==> src/rtl/dec_pkg.sv <==
// rtl/dec_pkg.sv - control bit indices, opcodes and immediate formats for the decode stage
package dec_pkg;

    localparam int CTRL_REG_WE = 0;
    localparam int CTRL_MEM_RD = 2;

    localparam logic [6:0] OP_IMM    = 7'b0010011;
    localparam logic [6:0] OP_LOAD   = 7'b0000011;
    localparam logic [6:0] OP_JALR   = 7'b1100111;
    localparam logic [6:0] OP_STORE  = 7'b0100011;
    localparam logic [6:0] OP_BRANCH = 7'b1100011;
    localparam logic [6:0] OP_LUI    = 7'b0110111;
    localparam logic [6:0] OP_AUIPC  = 7'b0010111;
    localparam logic [6:0] OP_JAL    = 7'b1101111;

    typedef enum logic [2:0] {
        IMM_NONE,
        IMM_I,
        IMM_S,
        IMM_B,
        IMM_U,
        IMM_J
    } imm_fmt_e;

    function automatic imm_fmt_e imm_fmt(input logic [6:0] opcode);
        case (opcode)
            OP_IMM, OP_LOAD, OP_JALR: imm_fmt = IMM_I;
            OP_STORE:                 imm_fmt = IMM_S;
            OP_BRANCH:                imm_fmt = IMM_B;
            OP_LUI, OP_AUIPC:         imm_fmt = IMM_U;
            OP_JAL:                   imm_fmt = IMM_J;
            default:                  imm_fmt = IMM_NONE;
        endcase
    endfunction

endpackage

==> src/rtl/decode_stage_pl_if.sv <==
// rtl/decode_stage_pl_if.sv - decode inputs, writeback port and ID/EX outputs of the decode stage
interface decode_stage_pl_if #(
    parameter int XLEN   = 32,
    parameter int AW     = 5,
    parameter int CTRL_W = 10
);
    logic [31:0]     instr_d;
    logic [XLEN-1:0] pc_d;
    logic            valid_d;
    logic [CTRL_W-1:0] ctrl_d;
    logic            stall;
    logic            flush;
    logic            wb_we;
    logic [AW-1:0]   wb_addr;
    logic [XLEN-1:0] wb_data;
    logic            valid_ex;
    logic [CTRL_W-1:0] ctrl_ex;
    logic [XLEN-1:0] d1_ex;
    logic [XLEN-1:0] d2_ex;
    logic [XLEN-1:0] imm_ex;
    logic [XLEN-1:0] pc_ex;
    logic [AW-1:0]   rs1_ex;
    logic [AW-1:0]   rs2_ex;
    logic [AW-1:0]   rd_ex;
    logic            load_use_stall;

    modport master (
        output instr_d, pc_d, valid_d, ctrl_d, stall, flush, wb_we, wb_addr, wb_data,
        input  valid_ex, ctrl_ex, d1_ex, d2_ex, imm_ex, pc_ex, rs1_ex, rs2_ex, rd_ex,
               load_use_stall
    );

    modport slave (
        input  instr_d, pc_d, valid_d, ctrl_d, stall, flush, wb_we, wb_addr, wb_data,
        output valid_ex, ctrl_ex, d1_ex, d2_ex, imm_ex, pc_ex, rs1_ex, rs2_ex, rd_ex,
               load_use_stall
    );
endinterface

==> src/rtl/dec_regfile.sv <==
// rtl/dec_regfile.sv - 2R1W register file; REGFILE_BYPASS_EN forwards same-cycle writes to reads
module dec_regfile #(
    parameter int XLEN = 32,
    parameter int AW   = 5
) (
    input  logic            clk,
    input  logic            rst,
    input  logic            we,
    input  logic [AW-1:0]   waddr,
    input  logic [XLEN-1:0] wdata,
    input  logic [AW-1:0]   raddr1,
    input  logic [AW-1:0]   raddr2,
    output logic [XLEN-1:0] rdata1,
    output logic [XLEN-1:0] rdata2
);
    localparam int NREGS = 2 ** AW;

    logic [XLEN-1:0] regs [NREGS];

    always_ff @(posedge clk or negedge rst) begin
        if (!rst) begin
            for (int i = 0; i < NREGS; i++) begin
                regs[i] <= '0;
            end
        end else if (we && (waddr != '0)) begin
            regs[waddr] <= wdata;
        end
    end

    always_comb begin
        rdata1 = regs[raddr1];
        rdata2 = regs[raddr2];
`ifdef REGFILE_BYPASS_EN
        if (we && (waddr == raddr1)) rdata1 = wdata;
        if (we && (waddr == raddr2)) rdata2 = wdata;
`endif
        // x0 override comes last so a bypassed write to x0 can never leak out
        if (raddr1 == '0) rdata1 = '0;
        if (raddr2 == '0) rdata2 = '0;
    end

endmodule

==> src/rtl/decode_stage_pl.sv <==
// rtl/decode_stage_pl.sv - decode stage with immediate generation, load-use bubble and ID/EX register
module decode_stage_pl
    import dec_pkg::*;
#(
    parameter int XLEN   = 32,
    parameter int AW     = 5,
    parameter int CTRL_W = 10
) (
    input logic               clk,
    input logic               rst,
    decode_stage_pl_if.slave  bus
);
    logic [31:0]       instr;
    logic [AW-1:0]     rs1, rs2, rd;
    logic [XLEN-1:0]   rdata1, rdata2;
    logic [31:0]       imm32;
    logic [XLEN-1:0]   imm;
    logic              hazard;

    logic              valid_q;
    logic [CTRL_W-1:0] ctrl_q;
    logic [XLEN-1:0]   d1_q, d2_q, imm_q, pc_q;
    logic [AW-1:0]     rs1_q, rs2_q, rd_q;

    assign instr = bus.instr_d;
    assign rs1   = instr[15 +: AW];
    assign rs2   = instr[20 +: AW];
    assign rd    = instr[7 +: AW];

    dec_regfile #(.XLEN(XLEN), .AW(AW)) u_regfile (
        .clk    (clk),
        .rst    (rst),
        .we     (bus.wb_we),
        .waddr  (bus.wb_addr),
        .wdata  (bus.wb_data),
        .raddr1 (rs1),
        .raddr2 (rs2),
        .rdata1 (rdata1),
        .rdata2 (rdata2)
    );

    always_comb begin
        imm32 = '0;
        case (imm_fmt(instr[6:0]))
            IMM_I: imm32 = {{20{instr[31]}}, instr[31:20]};
            IMM_S: imm32 = {{20{instr[31]}}, instr[31:25], instr[11:7]};
            IMM_B: imm32 = {{19{instr[31]}}, instr[31], instr[7], instr[30:25], instr[11:8], 1'b0};
            IMM_U: imm32 = {instr[31:12], 12'b0};
            IMM_J: imm32 = {{11{instr[31]}}, instr[31], instr[19:12], instr[20], instr[30:21], 1'b0};
            default: imm32 = '0;
        endcase
    end

    // sign-extends when XLEN > 32, truncates when narrower
    assign imm = XLEN'($signed(imm32));

    assign hazard = valid_q & ctrl_q[CTRL_MEM_RD] & (rd_q != '0) & bus.valid_d &
                    ((rd_q == rs1) | (rd_q == rs2));

    always_ff @(posedge clk or negedge rst) begin
        if (!rst) begin
            valid_q <= 1'b0;
            ctrl_q  <= '0;
            d1_q    <= '0;
            d2_q    <= '0;
            imm_q   <= '0;
            pc_q    <= '0;
            rs1_q   <= '0;
            rs2_q   <= '0;
            rd_q    <= '0;
        end else if (bus.flush || (!bus.stall && hazard)) begin
            valid_q <= 1'b0;
            ctrl_q  <= '0;
            d1_q    <= '0;
            d2_q    <= '0;
            imm_q   <= '0;
            pc_q    <= '0;
            rs1_q   <= '0;
            rs2_q   <= '0;
            rd_q    <= '0;
        end else if (!bus.stall) begin
            valid_q <= bus.valid_d;
            ctrl_q  <= bus.valid_d ? bus.ctrl_d : '0;
            d1_q    <= rdata1;
            d2_q    <= rdata2;
            imm_q   <= imm;
            pc_q    <= bus.pc_d;
            rs1_q   <= rs1;
            rs2_q   <= rs2;
            rd_q    <= rd;
        end
    end

    assign bus.valid_ex       = valid_q;
    assign bus.ctrl_ex        = ctrl_q;
    assign bus.d1_ex          = d1_q;
    assign bus.d2_ex          = d2_q;
    assign bus.imm_ex         = imm_q;
    assign bus.pc_ex          = pc_q;
    assign bus.rs1_ex         = rs1_q;
    assign bus.rs2_ex         = rs2_q;
    assign bus.rd_ex          = rd_q;
    assign bus.load_use_stall = hazard;

endmodule

==> src/flat_wrapper.sv <==
// flat-port wrapper written by rule: the top's interface ports become plain ports
module decode_stage_pl_flat import dec_pkg::*;
#(
    parameter int XLEN   = 32,
    parameter int AW     = 5,
    parameter int CTRL_W = 10
)
  (clk, rst, bus_instr_d, bus_pc_d, bus_valid_d, bus_ctrl_d, bus_stall, bus_flush, bus_wb_we, bus_wb_addr, bus_wb_data, bus_valid_ex, bus_ctrl_ex, bus_d1_ex, bus_d2_ex, bus_imm_ex, bus_pc_ex, bus_rs1_ex, bus_rs2_ex, bus_rd_ex, bus_load_use_stall);
  decode_stage_pl_if #(.XLEN(XLEN), .AW(AW), .CTRL_W(CTRL_W)) bus_i ();
  input logic clk;
  input logic rst;
  input wire logic [$bits(bus_i.instr_d)-1:0] bus_instr_d;
  input wire logic [$bits(bus_i.pc_d)-1:0] bus_pc_d;
  input wire logic [$bits(bus_i.valid_d)-1:0] bus_valid_d;
  input wire logic [$bits(bus_i.ctrl_d)-1:0] bus_ctrl_d;
  input wire logic [$bits(bus_i.stall)-1:0] bus_stall;
  input wire logic [$bits(bus_i.flush)-1:0] bus_flush;
  input wire logic [$bits(bus_i.wb_we)-1:0] bus_wb_we;
  input wire logic [$bits(bus_i.wb_addr)-1:0] bus_wb_addr;
  input wire logic [$bits(bus_i.wb_data)-1:0] bus_wb_data;
  output wire logic [$bits(bus_i.valid_ex)-1:0] bus_valid_ex;
  output wire logic [$bits(bus_i.ctrl_ex)-1:0] bus_ctrl_ex;
  output wire logic [$bits(bus_i.d1_ex)-1:0] bus_d1_ex;
  output wire logic [$bits(bus_i.d2_ex)-1:0] bus_d2_ex;
  output wire logic [$bits(bus_i.imm_ex)-1:0] bus_imm_ex;
  output wire logic [$bits(bus_i.pc_ex)-1:0] bus_pc_ex;
  output wire logic [$bits(bus_i.rs1_ex)-1:0] bus_rs1_ex;
  output wire logic [$bits(bus_i.rs2_ex)-1:0] bus_rs2_ex;
  output wire logic [$bits(bus_i.rd_ex)-1:0] bus_rd_ex;
  output wire logic [$bits(bus_i.load_use_stall)-1:0] bus_load_use_stall;
  assign bus_i.instr_d = bus_instr_d;
  assign bus_i.pc_d = bus_pc_d;
  assign bus_i.valid_d = bus_valid_d;
  assign bus_i.ctrl_d = bus_ctrl_d;
  assign bus_i.stall = bus_stall;
  assign bus_i.flush = bus_flush;
  assign bus_i.wb_we = bus_wb_we;
  assign bus_i.wb_addr = bus_wb_addr;
  assign bus_i.wb_data = bus_wb_data;
  assign bus_valid_ex = bus_i.valid_ex;
  assign bus_ctrl_ex = bus_i.ctrl_ex;
  assign bus_d1_ex = bus_i.d1_ex;
  assign bus_d2_ex = bus_i.d2_ex;
  assign bus_imm_ex = bus_i.imm_ex;
  assign bus_pc_ex = bus_i.pc_ex;
  assign bus_rs1_ex = bus_i.rs1_ex;
  assign bus_rs2_ex = bus_i.rs2_ex;
  assign bus_rd_ex = bus_i.rd_ex;
  assign bus_load_use_stall = bus_i.load_use_stall;
  decode_stage_pl #(.XLEN(XLEN), .AW(AW), .CTRL_W(CTRL_W)) u_core (.clk(clk), .rst(rst), .bus(bus_i));
endmodule
==> config.mk <==
export PLATFORM = sky130hd
export DESIGN_NAME = decode_stage_pl_flat
export DESIGN_NICKNAME = d
export VERILOG_FILES = /design/src/rtl/dec_pkg.sv /design/src/rtl/decode_stage_pl_if.sv /design/src/rtl/dec_regfile.sv /design/src/rtl/decode_stage_pl.sv /design/src/flat_wrapper.sv
export SDC_FILE = /design/constraint.sdc
export NUM_CORES = 2
export LEC_CHECK = 0
export BUFFER_PORTS_ARGS = -buffer_cell sky130_fd_sc_hd__buf_2
export CORE_MARGIN = 2
export CORE_UTILIZATION = 40
export DETAILED_ROUTE_END_ITERATION = 6
export PLACE_DENSITY = 0.59
export SLEW_MARGIN = 15
export SYNTH_ARGS = -nofsm -noshare
export SYNTH_HDL_FRONTEND = slang
export SYNTH_HIERARCHICAL = 1
export SYNTH_SLANG_ARGS = --single-unit
==> constraint.sdc <==
create_clock -name clk -period 3.2 [get_ports clk]
set_input_delay 0.32 -clock clk [delete_from_list [all_inputs] [get_ports clk]]
set_output_delay 0.32 -clock clk [all_outputs]
set_load 0.05 [all_outputs]
# After elaboration in Yosys (flattened, before gate mapping)
# Cells that the tools add are included.
# word_totals
output_inout_bits	155
in_bits	117
regBits	1178
elab_cells	112
# classes
magnitude_cmp	4
bitwise	8
muxes	32
n_reduce_logical	11
eq_ne	16
# ops
operator	n
1024-bit bitwise mux	1
32-bit two-way mux	15
32-bit binary-select mux with 5-bit select	2
32-bit demux with 5-bit select	1
32-bit one-hot mux with 5 select lines	1
10-bit two-way mux	3
5-bit two-way mux	6
7-bit equality test (second input constant)	3
6-bit greater-or-equal comparator (second input constant)	3
5-bit NOT with 6-bit output	3
3-bit one-hot mux with 5 select lines	1
7-bit by 5-bit equality test with 1-bit output (second input constant)	2
7-bit by 6-bit equality test with 1-bit output (second input constant)	2
5-bit equality test	2
5-bit zero test	2
5-bit nonzero test	2
7-bit by 2-bit equality test with 1-bit output (second input constant)	1
3-bit by 2-bit equality test with 1-bit output (second input constant)	2
3-bit equality test (second input constant)	2
6-bit by 1-bit less-than comparator with 1-bit output (second input constant)	1
1-bit AND	4
3-bit by 1-bit equality test with 1-bit output (second input constant)	1
1-bit logical AND	3
3-bit OR reduction	1
6 further kinds	7

# Depth between registers and ports, before layout
# depth
depth_word	7
ltp_mapped	8
depth_no_buf	5

# Hierarchy
# Netlist, hierarchy kept.
# modules_own_cells
mod	area_per_inst_um2	seq_area_each_um2	cells_each	instances
dec_regfile	54442.2	25624.6	3623	1
decode_stage_pl	6017.0	3853.7	433	1

# Worst setup path after synthesis
# OpenSTA, ideal clock, no wires.
# synth_path
path_kind	flip-flop to flip-flop
start	register u_core.rd_q[4] (netlist: u_core/bus.rd_ex[4])
end	register u_core.ctrl_q[7] (netlist: u_core/bus.ctrl_ex[7])
path_stages_with_launch	8
setup_time_ns	0.122
path_slack_ns	1.204
synth_period_minus_slack_ns	1.996
n_path_buf	2
required_time_ns	3.078
arrival_ns	1.874
cell_sequence	dfrtp_1 -> xnor2_1 -> nand3_1 -> o22ai_2 -> a211oi_2 -> buf_2 -> buf_2 -> a32o_1
# synth_via
elab_chain_len	7
elab_cells_between_ends	11
cone_classes	eq/ne: 3; mux: 1; bitwise: 4; reduce/logical: 3
# synth_lines
item	line_no	text
start, declared	decode_stage_pl.sv:23	logic [AW-1:0] rs1_q, rs2_q, rd_q;
start signal, assigned	decode_stage_pl.sv:90	rd_q <= rd;
5-bit nonzero test	decode_stage_pl.sv:57	assign hazard = valid_q & ctrl_q[CTRL_MEM_RD] & (rd_q != '0) & bus.valid_d &
1-bit AND (2 in series)	decode_stage_pl.sv:57	
1-bit AND (*)	decode_stage_pl.sv:57	
1-bit logical AND (*)	decode_stage_pl.sv:71	end else if (bus.flush || (!bus.stall && hazard)) begin
1-bit logical OR (*)	decode_stage_pl.sv:71	
2-bit by 1-bit != test with 1-bit output (no source line) or 10-bit two-way mux (tied branches)	-	
end signal, assigned	decode_stage_pl.sv:83	ctrl_q <= bus.valid_d ? bus.ctrl_d : '0;
end, declared	decode_stage_pl.sv:21	logic [CTRL_W-1:0] ctrl_q;
# Every way passes the cells marked *; elsewhere a longest branch is shown, timed or not.
# A chain may end at the register's enable or synchronous reset.

# Worst setup path in the final report
# layout_path
start	input bus_valid_d
end	output bus_load_use_stall
# layout_via
elab_chain_len	2
# layout_lines
item	line_no	text
start, declared	flat_wrapper.sv:14	input wire logic [$bits(bus_i.valid_d)-1:0] bus_valid_d;
1-bit AND (2 in series)	decode_stage_pl.sv:57	
end, declared	flat_wrapper.sv:30	output wire logic [$bits(bus_i.load_use_stall)-1:0] bus_load_use_stall;
# No other way between the ends.

==> metrics.md <==
| Metric | Value |
|---|---|
| Row count | 142 |
| Total detailed-routing wirelength | about 210000 um |
| Endpoints failing hold | 0 |
| Mapped Area | 60500 um2 |
| CTS H-tree depth | 4 |
| First-pass GRT wire length | 302000 um |
| Root Buffer | clkbuf_16 |
| Critical path required time | around 2900 ps |
| Most frequent cells in the layout | dfrtp_1 (1178), mux2_2 (997), mux4_2 (448) |
| Most common cell after layout, fill and taps aside | dfrtp_1 |
| Leakage power figure | a little over 30 nW |
| Die area | ~150000 um2 |
| Die H | 393 um |
| Placer Congestion | about 0.83 |
| Post-CTS Resized | 0 |
| Setup TNS | 0 ps |
| DR pass1 iterations | 5 |
| Reg clk slew, reported paths | about 60 ps |
| # IOs | 272 |
| R2R Setup Slk | between 400 and 500 ps |
| Post-synthesis average cell area | around 15 um2 |
| Worst hold endpoint | u_core/bus.rs1_ex[0] |
| I/O Buffers | 271 |
| Slew margin rel. | 25.0% |
| Dpl cell area | 65100 um2 |
| Vias in the first global route | 41400 |
| CP startpoint kind | input port |
| Worst-Skew Late Latency | about 800 ps |
| Max-slew violation count | 0 |
| # setup viols final | 0 |
| Number of CTS-inserted buffers | between 100 and 150 |
| Cells after synthesis | between 4000 and 5000 |
| Syn-to-layout area delta | 16.2% |
| Largest net degree at the start of global routing | 155 |
| Outcome | complete, no violations |
| Tot GR Track Use | a little over a quarter |
| Reg2reg end | u_core/bus.ctrl_ex[0] |
| GR Overflow Total | 0 |
| Avg WL per Cell | ~33 um |
| DIE WIDTH | 393 um |
| DP Worst Slack | ~430 ps |
| Kind of critical path | in2out |
| Detailed Place HPWL | between 100000 and 150000 um |
| Setup ws final | between 300 and 400 ps |
| Skew final | between 30 and 40 ps |
| FF-to-FF Start | u_core/bus.valid_ex |
| Placeable Area | approximately 150000 um2 |
| Hold Path Class | in2reg |
| Antenna-violating nets left | 0 |
| Vias/cell | around 6.4 |
| Initial antenna violation count | 22 |
| Post-synth EDFFs | 0 |
| TritonCTS Sinks | about 1200 |
| Pwr/cell area | approximately 620 nW/um2 |
| Ys flop type | dfrtp_1 |
| DR vias | between 40000 and 50000 |
| TritonCTS clock tree | built |
| Nets | 4411 |
| Min-delay src | bus_instr_d[15] |
| Share of post-route cells with drive strength above 1 | around half |
| Synth Warn # | 6 |
| Total of max-cap violations | 0 |
| Initial core utilization | 40.3% |
| Critical path endpoint category | output port |
| Sequential area share after synthesis | roughly half |
| VDD IR max | between 0.0005 and 0.0006 V |
| Least-Margin Pin Slew | about 1100 ps |
| Fmax | 356 MHz |
| Min-Delay Path Depth | 2 |
| Synth async-reset ratio | between 90% and 100% |
| DR DRC count | 0 |
| Minimum clock period | roughly 2800 ps |
| Unique masters post-synth | 52 |
| Worst path arrival time | ~2500 ps |
| Largest fanout on the critical path | 12 |
| Period utilization | 87.7% |
| Finished Cell Area | ~70000 um2 |
| Iteration-0 DRC Markers | around 3900 |
| RSZ-0062 raised after global routing | no |
| R2R cell count | 6 |
| Number of synthesized register bits | roughly 1200 |
| Clock buffer depth | 3 |
| Net Count, Synth | about 4200 |
## worst max-delay path, cell delays in order
cell,delay [ps]
dlygate4sd3_1,520
buf_2,260
nand3_1,300
a21oi_1,590
and2_1,220
buf_2,260
## repair_timing
action,in CTS,in global routing
buffers inserted,0,0
hold buffers,67,0
endpoints found under the hold margin,286,0
## kinds of logic (layout without fill, tap and decap cells)
kind of cell              count (synthesis)  after routing  synth area share, %
AOI/OAI and AO/OA                       555            555                 7.06
xor gates and xnor gates                 10             10                0.145
buffers and inverters                   474            810                 3.70
DFF                                    1178           1178                 48.8
muxes                                  1634           1634                 38.5
other                                     0              5                    0
and+or+nand+nor                         205            205                 1.82
## cells in the mapped netlist (all sizes together), types with 2 or more instances
master | count | area (um2)
dfrtp | 1178 | 29500
mux2 | 1057 | 11900
mux2i | 129 | 1290
nand2 | 62 | 233
clkbuf | 224 | 841
inv | 2 | 7.51
a211oi | 66 | 513
a221oi | 48 | 420
or2 | 3 | 18.8
a311oi | 64 | 561
or3 | 2 | 12.5
and2 | 3 | 18.8
nor2b | 74 | 463
a32o | 16 | 160
buf | 248 | 1390
a21o | 20 | 150
xnor2 | 10 | 87.6
a21oi | 2 | 10.0
a22o | 138 | 1210
nand3 | 10 | 50.1
and3 | 4 | 25.0
a22oi | 64 | 480
o2111ai | 16 | 140
nand2b | 7 | 43.8
nor3 | 6 | 30.0
or4 | 4 | 37.5
mux4 | 448 | 10100
nand4b | 2 | 17.5
nor2 | 21 | 78.8
o21ai | 116 | 581
## metrics by stage
stage	utilization, %	instances	total power, W	hold WS, ps
detailed placement	43.4	6110	0.0279	315
CTS	46.8	6408	0.0439	35.0
floorplan	-	4056	0.0251	24.4
global route	46.8	6408	0.0454	86.9
finish	46.9	6413	0.0438	72.0
global placement	43.4	6110	0.0276	310
## area by class of cell
class,instances,area (um2)
diodes,5,12.5
clock buffers,188,3960
clock inverters,43,544
fillers,13100,79700
inverters,2,12.5
multi-input cells,2404,29000
flip-flops and latches,1178,29500
well taps,2016,2520
repair buffers,577,4740
## per-layer routing
layer / vias to the layer above / GRT usage [%] / wire length, um
met5: - / 0 / 153
met4: 22 / 9.64 / 7280
met3: 420 / 7.26 / 20400
met2: 2016 / 40.1 / 92100
met1: 22200 / 38.5 / 90600
li1: 16200 / - / -
## flip-flops by register name (all words and copies together) (netlist names), 5 cells and up
register / cells
u_core/bus.ctrl_ex: 10
u_core/bus.d1_ex: 32
u_core/u_regfile/regs: 1024
u_core/bus.imm_ex: 32
u_core/bus.d2_ex: 32
u_core/bus.rd_ex: 5
u_core/bus.rs1_ex: 5
u_core/bus.rs2_ex: 5
u_core/bus.pc_ex: 32
## worst max path at each step
stage | from | end | cells past startpoint | slack (ps)
after detailed placement | bus_instr_d[15] | u_core/bus.d1_ex[29] | 7 | 430
after global routing | bus_valid_d | bus_load_use_stall | 6 | 350
final | bus_valid_d | bus_load_use_stall | 6 | 390
after global placement | bus_instr_d[21] | u_core/bus.d2_ex[13] | 7 | 410
after CTS | u_core/bus.valid_ex | bus_load_use_stall | 4 | 390
after floorplan | u_core/bus.rd_ex[4] | u_core/bus.ctrl_ex[7] | 7 | 1200
## power breakdown
| group | switching, W | internal, W |
|---|---|---|
| Combinational | 0.00361 | 0.00476 |
| Clock | 0.00641 | 0.00956 |
| Sequential | 0.00197 | 0.0175 |
| Total | 0.0120 | 0.0318 |
(Power assumes the default switching activity.)
